## src/rtl/imm_gen_stage.sv

```systemverilog
// rtl/imm_gen_stage.sv - registered RISC-V immediate generator with DEPTH-entry output FIFO
// Optional macro IMM_ZIMM_EN: ImmType 101 decodes the CSR zimm (rs1 field) instead of flagging illegal.
module imm_gen_stage #(
  parameter int DATA_WIDTH = 32,
  parameter int DEPTH      = 2,
  parameter int TAG_WIDTH  = 5
) (
  input  logic                      clk,
  input  logic                      rst_n,
  input  logic                      flush,
  input  logic                      in_valid,
  output logic                      in_ready,
  input  logic [24:0]               imm,
  input  logic [2:0]                ImmType,
  input  logic [TAG_WIDTH-1:0]      in_tag,
  output logic                      out_valid,
  input  logic                      out_ready,
  output logic [DATA_WIDTH-1:0]     ImmOut,
  output logic                      ImmErr,
  output logic [TAG_WIDTH-1:0]      out_tag,
  output logic [$clog2(DEPTH):0]    count
);

  localparam int AW = $clog2(DEPTH);
  localparam int CW = AW + 1;

  logic [31:0]           imm32;
  logic                  dec_err;
  logic [DATA_WIDTH-1:0] dec_imm;

  always_comb begin
    imm32   = '0;
    dec_err = 1'b0;
    case (ImmType)
      3'b000: imm32 = {{20{imm[24]}}, imm[24:13]};
      3'b001: imm32 = {{20{imm[24]}}, imm[24:18], imm[4:0]};
      3'b010: imm32 = {{19{imm[24]}}, imm[24], imm[0], imm[23:18], imm[4:1], 1'b0};
      3'b011: imm32 = {imm[24:5], 12'b0};
      3'b100: imm32 = {{11{imm[24]}}, imm[24], imm[12:5], imm[13], imm[23:14], 1'b0};
`ifdef IMM_ZIMM_EN
      3'b101: imm32 = {27'b0, imm[12:8]};
`endif
      default: dec_err = 1'b1;
    endcase
    // Every format widens from bit 31 of its RV32 value; zimm has bit 31 clear.
    dec_imm        = {DATA_WIDTH{imm32[31]}};
    dec_imm[31:0]  = imm32;
    if (dec_err) dec_imm = '0;
  end

  logic [DATA_WIDTH-1:0] mem_imm [DEPTH];
  logic                  mem_err [DEPTH];
  logic [TAG_WIDTH-1:0]  mem_tag [DEPTH];
  logic [AW-1:0]         wr_ptr;
  logic [AW-1:0]         rd_ptr;
  logic                  push;
  logic                  pop;

  assign in_ready  = rst_n && (count < CW'(DEPTH));
  assign out_valid = (count != '0);
  assign push      = in_valid && in_ready && !flush;
  assign pop       = out_valid && out_ready && !flush;

  assign ImmOut  = mem_imm[rd_ptr];
  assign ImmErr  = mem_err[rd_ptr];
  assign out_tag = mem_tag[rd_ptr];

  always_ff @(posedge clk or negedge rst_n) begin
    if (!rst_n) begin
      wr_ptr <= '0;
      rd_ptr <= '0;
      count  <= '0;
      for (int i = 0; i < DEPTH; i++) begin
        mem_imm[i] <= '0;
        mem_err[i] <= 1'b0;
        mem_tag[i] <= '0;
      end
    end else if (flush) begin
      wr_ptr <= '0;
      rd_ptr <= '0;
      count  <= '0;
    end else begin
      if (push) begin
        mem_imm[wr_ptr] <= dec_imm;
        mem_err[wr_ptr] <= dec_err;
        mem_tag[wr_ptr] <= in_tag;
        wr_ptr          <= wr_ptr + 1'b1;
      end
      if (pop) rd_ptr <= rd_ptr + 1'b1;
      if (push && !pop)      count <= count + 1'b1;
      else if (pop && !push) count <= count - 1'b1;
    end
  end

endmodule

```

## config.mk

```make
export PLATFORM = sky130hd
export DESIGN_NAME = imm_gen_stage
export DESIGN_NICKNAME = d
export VERILOG_FILES = /design/src/rtl/imm_gen_stage.sv
export SDC_FILE = /design/constraint.sdc
export NUM_CORES = 1
export LEC_CHECK = 0
export ABC_AREA = 0
export CAP_MARGIN = 20
export CORE_MARGIN = 2
export CORE_UTILIZATION = 37
export DETAILED_ROUTE_END_ITERATION = 6
export GPL_ROUTABILITY_DRIVEN = 0
export SLEW_MARGIN = 15
export SYNTH_ARGS = -nofsm -noshare
export SYNTH_HDL_FRONTEND = slang
export SYNTH_SLANG_ARGS = --single-unit
```

## constraint.sdc

```tcl
create_clock -name clk -period 2.05 [get_ports clk]
set_clock_uncertainty 0.2 [all_clocks]
set_input_delay 0.41 -clock clk [delete_from_list [all_inputs] [get_ports clk]]
set_output_delay 0.41 -clock clk [all_outputs]
set_load 0.03 [all_outputs]
```

# After elaboration in Yosys (flattened, before gate mapping)
# Index checks and enable logic that the tools add are counted.
# word_totals
inputBits,38
ff_bits,80
# op_classes
n_eq_ne,4
bitwise_logic,3
n_lt_le_gt_ge,4
add_sub_neg,4
n_reduce_logical,18
muxes,28
# op_table
operator,count
$mux 32,5
$pmux 32 s5,1
$bwmux 64,1
$demux 32 s1,1
$mux 5,4
$bwmux 10,1
$mux 1,9
$logic_and 1x1->1,8
$eq 3x2->1 const B,2
$mux 2,3
$reduce_bool 2->1,3
$demux 5 s1,1
$reduce_or 5->1,1
$ge 2x2->1 const B,2
$not 1->2,2
$eq 3x1->1 const B,1
$eq 3x3->1 const B,1
$logic_not 1->1,3
$logic_not 3->1,1
$reduce_bool 3->1,1
$add 1x1->1 const B,2
$add 2x1->2 const B,1
$bwmux 2,1
$lt 2x1->1 const B,1
other kinds (5),5

# Longest topological paths before layout
# Gate-level depths: netlist of run 1.
# logic_depth
depth_word,9
ltp_mapped,6

# Least setup slack after synthesis of run 1
# Ideal clock, no wire load.
# synth_path
path_type,register to register
from,register count[1]
to,register mem_imm[57] (netlist name)
setup_slack_ps,199
n_path_buf,2
t_arrival_ps,1525
setup_time_ps,125
period_less_slack_ps,1851
stages_incl_launch_ff,6
required_ps,1725
cell_sequence,dfrtp_1 > nand3b_4 > nor3_2 > buf_6 > buf_6 > mux2_4
# synth_between
elab_chain_len,5
# synth_rtl
item,line_no,source
start: declaration,21,output logic [$clog2(DEPTH):0] count
start signal: assignment,90,if (push && !pop) count <= count + 1'b1;
start signal: assignment,91,else if (pop && !push) count <= count - 1'b1;
$lt 2x2->1,59,assign in_ready = rst_n && (count < CW'(DEPTH));
$logic_and 1x1->1,59,
$logic_and 1x1->1 (2 in series),61,assign push = in_valid && in_ready && !flush;
$reduce_and 2->1 (no line),-,
end signal: indexed assignment,84,mem_imm[wr_ptr] <= dec_imm;
end: declaration,51,logic [DATA_WIDTH-1:0] mem_imm [DEPTH];
# No other way between the ends.
# A chain may end at the register's enable or synchronous reset.

# Worst setup path after layout of run 1
# layout_path
from,register rd_ptr
to,output ImmOut[17]
# layout_between
elab_chain_len,4
# layout_rtl
item,line_no,source
start: declaration,55,logic [AW-1:0] rd_ptr;
start signal: assignment,89,if (pop) rd_ptr <= rd_ptr + 1'b1;
$not 1->2 (not written as such),64,assign ImmOut = mem_imm[rd_ptr];
$mux 32 (not written as such) (3 in series),64,
end: declaration,18,"output logic [DATA_WIDTH-1:0] ImmOut,"
# No other way between the ends. The select of a mux whose other input is x is not followed.

==> results of run 1 <==
==> cell families after synthesis <==
kind of cell,synth area share
compound gates,0.116
xor+xnor,0.00620
fa+ha+maj,0.00265
buf+inv,0.0555
flops,0.472
mux,0.255
simple gates,0.0920
==> synthesized netlist by cell type, drive strengths merged <==
master,instances
a31oi,40
a32oi,1
xor2,2
nand4b,11
mux2i,1
a21oi,25
buf,22
o21a,1
inv,3
o21ai,16
nand2b,1
maj3,1
or2,1
nor3,3
mux2,90
nor3b,2
nor4bb,2
nor2,4
or3,1
nand2,1
dfrtp,80
nor2b,15
clkbuf,9
xnor2,1
nand3b,5
and3b,4
a311o,1
a22oi,1
==> stage by stage <==
step           TNS, ps   util
2_1_floorplan        0      -
6_report         -1900  0.531
5_1_grt          -3110  0.531
3_3_place_gp    -11280  0.472
4_1_cts          -2670  0.513
3_5_place_dp    -12560  0.472
==> sequential cells by signal, summed over array words and instances, names as in the netlist <==
| signal | count |
|---|---|
| count | 2 |
| mem_err | 2 |
| mem_imm | 64 |
| mem_tag | 10 |
| rd_ptr | 1 |
| wr_ptr | 1 |
==> power groups by stage <==
stage	clock network, µW	registers (µW)	logic [µW]
floorplan	0	2120	1170
global placement	0	2150	1760
detailed placement	0	2180	1780
CTS	1750	2160	1860
global route	1830	2220	2080
finish	1730	2170	1940
==> worst paths after layout <==
path                            cells past startpoint                      end
worst min register to register                      1  mem_imm[24]$_DFFE_PN0P_
max in group asynchronous                           3  mem_imm[55]$_DFFE_PN0P_
min in group clk                                    1  mem_imm[24]$_DFFE_PN0P_
worst max register to register                      6   mem_imm[9]$_DFFE_PN0P_
worst min-delay path                                3   mem_imm[1]$_DFFE_PN0P_
worst max-delay path                                4               ImmOut[17]
==> per-layer routing <==
layer / vias up / global-route usage
li1: 1495 / -
met1: 1594 / 0.224
met2: 86 / 0.299
met3: 12 / 0.0377
met4: 0 / 0.0436
met5: - / 0
==> tightest hold or removal path: stages <==
cell and delay (ps):
dlymetal6s4s_1 180, buf_6 130, buf_4 360
==> placed cells by master, fill, tap and decap left out, types with 2 or more instances in the layout <==
cell	n
buf_8	2
buf_12	10
nor2b_1	14
nand3b_1	4
dfrtp_1	79
xor2_1	2
mux2_2	51
o21ai_0	4
clkbuf_16	11
mux2_4	39
o21ai_1	11
dlygate4sd2_1	3
and3b_1	4
nor2_1	4
buf_2	2
nor3_4	2
nand4b_1	11
buf_6	37
bufinv_16	2
clkbuf_8	2
clkdlybuf4s50_1	36
a21oi_1	25
buf_4	30
inv_1	2
a31oi_1	40
==> cell type report <==
class                      count  area share
clock inverter                 3      0.0108
timing repair buffer         125       0.228
sequential                    80       0.333
tap                          143      0.0298
clock buffer                  12      0.0427
multi-input combinational    230       0.354
inverter                       3     0.00187
==> what timing repair did <==
| item | 4_1_cts | 5_1_grt |
|---|---|---|
| hold endpoints to repair | 13 | 1 |
| gates resized for setup | 201 | 49 |
| pin swaps | 0 | 1 |
| setup endpoints to repair | 39 | 47 |
| hold buffers | 1 | 1 |
| setup buffers | 4 | 2 |
| cloned | 2 | 2 |
==> impl_metrics.yaml, run 1 <==
synth:
  synth_nets: 382
  synth_cell_type_count: 38
  synth_top_cell_area_share: 0.472
  synth_seq_cells: 80
  synth_cells: 344
  ys_seq_area_frac: 0.472
  yosysWarnings: 0
  netlist_area_um2: 4240
  synth.avg_cell_area_um2: 12.3
  synth_area_leaders: "dfrtp_1, mux2_2, a31oi_1, mux2_4, buf_6"
  yosysTopAreaCell: "dfrtp_1"
worst_setup_path:
  max_stage_delay_ps: 450
  cp.required_ps: 1440
  path_buf_inv: 3
  end_kind: "primary output"
  path_class: "reg -> out"
  cpMostUsedCell: "buf_12"
  cp_max_fo: 8
  startpoint_type: "flip-flop"
  slowest_stage: "dfrtp_2"
  critPathLaunch: "rd_ptr$_DFFE_PN0P_"
  worstPathCellList: "buf_12 -> buf_12 -> mux2_4 -> buf_6"
  cp_top_family: "flip-flops"
  cp.arrival_ps: 1520
  r2r_setup_slack_ps: 140
  rr_startpoint: "count[1]$_DFFE_PN0P_"
detailed_routing:
  drt_iter0_markers: 117
  first_pass_iters: 4
  post_drt_wl_per_cell_um: 18.0
  route.met2.wl_um: 5320
  vias: 3187
  top_layer: "met4"
  viasPerCell: 5.35
  wl_met1_um: 4780
  dr_wl_met3_um: 487
  wirelength_um: 10700
  route.detailed.drc: 0
  drt.antenna.violating_nets: 0
timing:
  max-slew-margin-rel: 0.575
  hold_viol: 0
  clock.fmax_ghz: 0.469
  period_minus_slack_ps: 2130
  finalSetupViolCount: 36
  worst_slack_ps: -80.2
  worst_pin_slew_ps: 637
  period_share: 1.04
  drv_slew: 0
  grt_setup_unrepaired: "yes"
  hold_slack_ps: 126
power_and_ir_drop:
  clkPwrFrac: 0.296
  swShare: 0.294
  p_switching_uw: 1720
  cell_internal_pwr_uw: 4120
  seqPwrFrac: 0.371
  p_leak_uw: 0.00264
  power.total_uw: 5840
  pwr-share-comb: 0.333
  ir_drop_v: 0.000441
  p_per_area_nw_per_um2: 972
floorplanning:
  initial_utilization: 0.375
  coreArea_um2: 11300
  rows: 39
  pin_count: 80
  die_area_um2: 12300
  die_height_um: 111
  die_x_um: 111
min_path:
  min_path_type: "in -> async"
place:
  dp_slack_ps: -181
  dp.cells: 570
  port_buffers: 79
  dp_hpwl_um: 7030
  place_area_um2: 5340
final_layout:
  area_growth_pct: 41.7
  multi_input_area_um2: 2120
  antennaDiodeCount: 0
  fin_area_um2: 6010
  final_net_count: 487
  nFillCells: 998
  stdcell_count: 596
  drive_gt1_frac: 0.442
  area.sequential_um2: 2000
grt:
  grt.overflow.total: 0
  grt_util_all_layers: 0.174
  grt_pass1_wl_um: 17300
  grt_max_degree: 50
  antenna_found_initial: 0
  grt_pass1_vias: 3421
cts:
  cts.sinks: 80
  clk_path_buf_depth: 2
  cts_made_buffers: 9
  cts_tree: "done"
  h-tree-depth: 3
  clkTransAtPathRegs_ps: 60
  clockRootBuffer: "clkbuf_16"
  insertion_delay_ps: 330
run_status:
  failed_checks: "negative setup slack"
  status: "complete, but fails checks"
flow_run:
  cap_violations: 0
(Power assumes the default switching activity.)
==> run 2, diff against run 1 <==
Settings changed: SETUP_SLACK_MARGIN from default to 0.4.
==> run 2 against run 1 <==
First-iteration DRC count rose by 2.6%; die area did not move; highest routed layer unchanged; flip-flop and latch count did not move; largest cell class unchanged; largest power group unchanged; critical path depth is the same; the run still ends with negative setup slack left; setup slack worse by 19 ps; cell count rose by 4.9%; count of clock-buffer cells in the layout did not move.
==> impl_metrics.yaml, run 2 (synthesis results as in run 1) <==
run_status:
  status: "complete, but fails checks"
  failed_checks: "negative setup slack"
power_and_ir_drop:
  swShare: 0.306
  cell_internal_pwr_uw: 4230
  seqPwrFrac: 0.362
  p_switching_uw: 1870
  p_per_area_nw_per_um2: 911
  ir_drop_v: 0.000547
  p_leak_uw: 0.00292
  pwr-share-comb: 0.362
  clkPwrFrac: 0.276
detailed_routing:
  post_drt_wl_per_cell_um: 19.8
  route.detailed.drc: 0
  viasPerCell: 5.44
  first_pass_iters: 4
  vias: 3397
  drt.antenna.violating_nets: 0
  wirelength_um: 12400
  drt_iter0_markers: 120
place:
  dp_slack_ps: -285
  dp_hpwl_um: 7090
  dp.cells: 571
  port_buffers: 79
final_layout:
  area_growth_pct: 58.0
  reg_top3: "mem_imm (64), mem_tag (10)"
  final_common_cell: "dfrtp_1"
  stdcell_count: 625
  nFillCells: 911
  largest-register: "mem_imm"
  drive_gt1_frac: 0.546
  final_net_count: 515
  antennaDiodeCount: 0
  fin_util: 0.592
  final_cell_mix: "dfrtp_1, mux2_4, buf_6, a31oi_1, buf_4"
  largest_register_ffs: 64
cts:
  cts_tree: "done"
  cts.sinks: 80
  cts_made_buffers: 9
  clockRootBuffer: "clkbuf_16"
  clkTransAtPathRegs_ps: 60
  h-tree-depth: 3
  clk_path_buf_depth: 2
  insertion_delay_ps: 330
min_path:
  min_path_type: "in -> async"
grt:
  grt.overflow.total: 0
  grt_pass1_wl_um: 20000
  antenna_found_initial: 0
  grt_pass1_vias: 3671
  grt_max_degree: 69
  grt_util_all_layers: 0.205
timing:
  max-slew-margin-rel: 0.412
  worst_pin_slew_ps: 881
  hold_slack_ps: 133
  finalSetupViolCount: 32
  tns_ps: -2140
  grt_setup_unrepaired: "yes"
  drv_slew: 0
  clock.fmax_ghz: 0.465
  period_minus_slack_ps: 2150
  hold_viol: 0
  period_share: 1.05
  worst_slack_ps: -99.4
floorplanning:
  die_area_um2: 12300
  pin_count: 80
  initial_utilization: 0.375
  rows: 39
  die_x_um: 111
  die_height_um: 111
  coreArea_um2: 11300
worst_setup_path:
  end_kind: "primary output"
  cp.arrival_ps: 1540
  path_class: "reg -> out"
  cp_max_fo: 10
  cp.required_ps: 1440
  startpoint_type: "flip-flop"
flow_run:
  cap_violations: 0
==> run 2: worst max-delay path, stage by stage (launching register included) <==
cell and delay (ps):
dfrtp_2 450, buf_12 160, buf_6 140, mux2_4 310, buf_12 140
==> run 2: final timing paths <==
check                      cells past startpoint                    start                       to  slack (ps)
hold / removal                                 2                    rst_n  mem_imm[33]$_DFFE_PN0P_         130
max in group asynchronous                      3                    rst_n       rd_ptr$_DFFE_PN0P_         710
hold reg to reg                                1  mem_imm[37]$_DFFE_PN0P_  mem_imm[37]$_DFFE_PN0P_         310
setup reg to reg                               9     count[1]$_DFFE_PN0P_  mem_imm[33]$_DFFE_PN0P_         120
setup / recovery                               4       rd_ptr$_DFFE_PN0P_               ImmOut[22]        -100
min in group clk                               1  mem_imm[37]$_DFFE_PN0P_  mem_imm[37]$_DFFE_PN0P_         310
==> run 2: layer usage <==
metal,vias up,wire (µm),share of wire,track usage
li1,1554,-,-,-
met2,104,6240,0.50,0.339
met1,1729,5420,0.44,0.281
met3,10,617,0.050,0.0416
met5,-,0,0,0
met4,0,85,0.0069,0.0420
==> run 2: power groups by stage <==
stage | Combinational, µW | Clock (µW) | Sequential, µW
after floorplan | 1200 | 0 | 2120
after global placement | 1820 | 0 | 2160
after detailed placement | 1840 | 0 | 2180
after CTS | 2170 | 1700 | 2190
after global routing | 2340 | 1790 | 2260
final | 2210 | 1680 | 2210
==> run 2: through the flow <==
stage / instance area (µm²) / total power, µW
3_3_place_gp: 5380 / 3970
6_report: 6700 / 6100
4_1_cts: 6580 / 6060
3_5_place_dp: 5380 / 4020
5_1_grt: 6700 / 6380
2_1_floorplan: 4310 / 3330
==> run 2: timing repair <==
| item | CTS | global route |
|---|---|---|
| pin swaps | 27 | 5 |
| gates resized for setup | 255 | 29 |
| setup buffers | 26 | 1 |
| gates cloned | 9 | 0 |
| hold buffers | 2 | 0 |
| endpoints found under the hold margin | 12 | 0 |
| setup endpoints to repair | 118 | 120 |
==> run 2: final cells by class <==
type	instances	area [µm²]	share of cell area
Tap cell	143	179	0.0267
Inverter	3	11.3	0.00168
Sequential cell	80	2000	0.299
Multi-Input combinational cell	230	2400	0.358
Clock buffer	12	267	0.0398
Timing Repair Buffer	153	1790	0.267
Clock inverter	4	51.3	0.00766
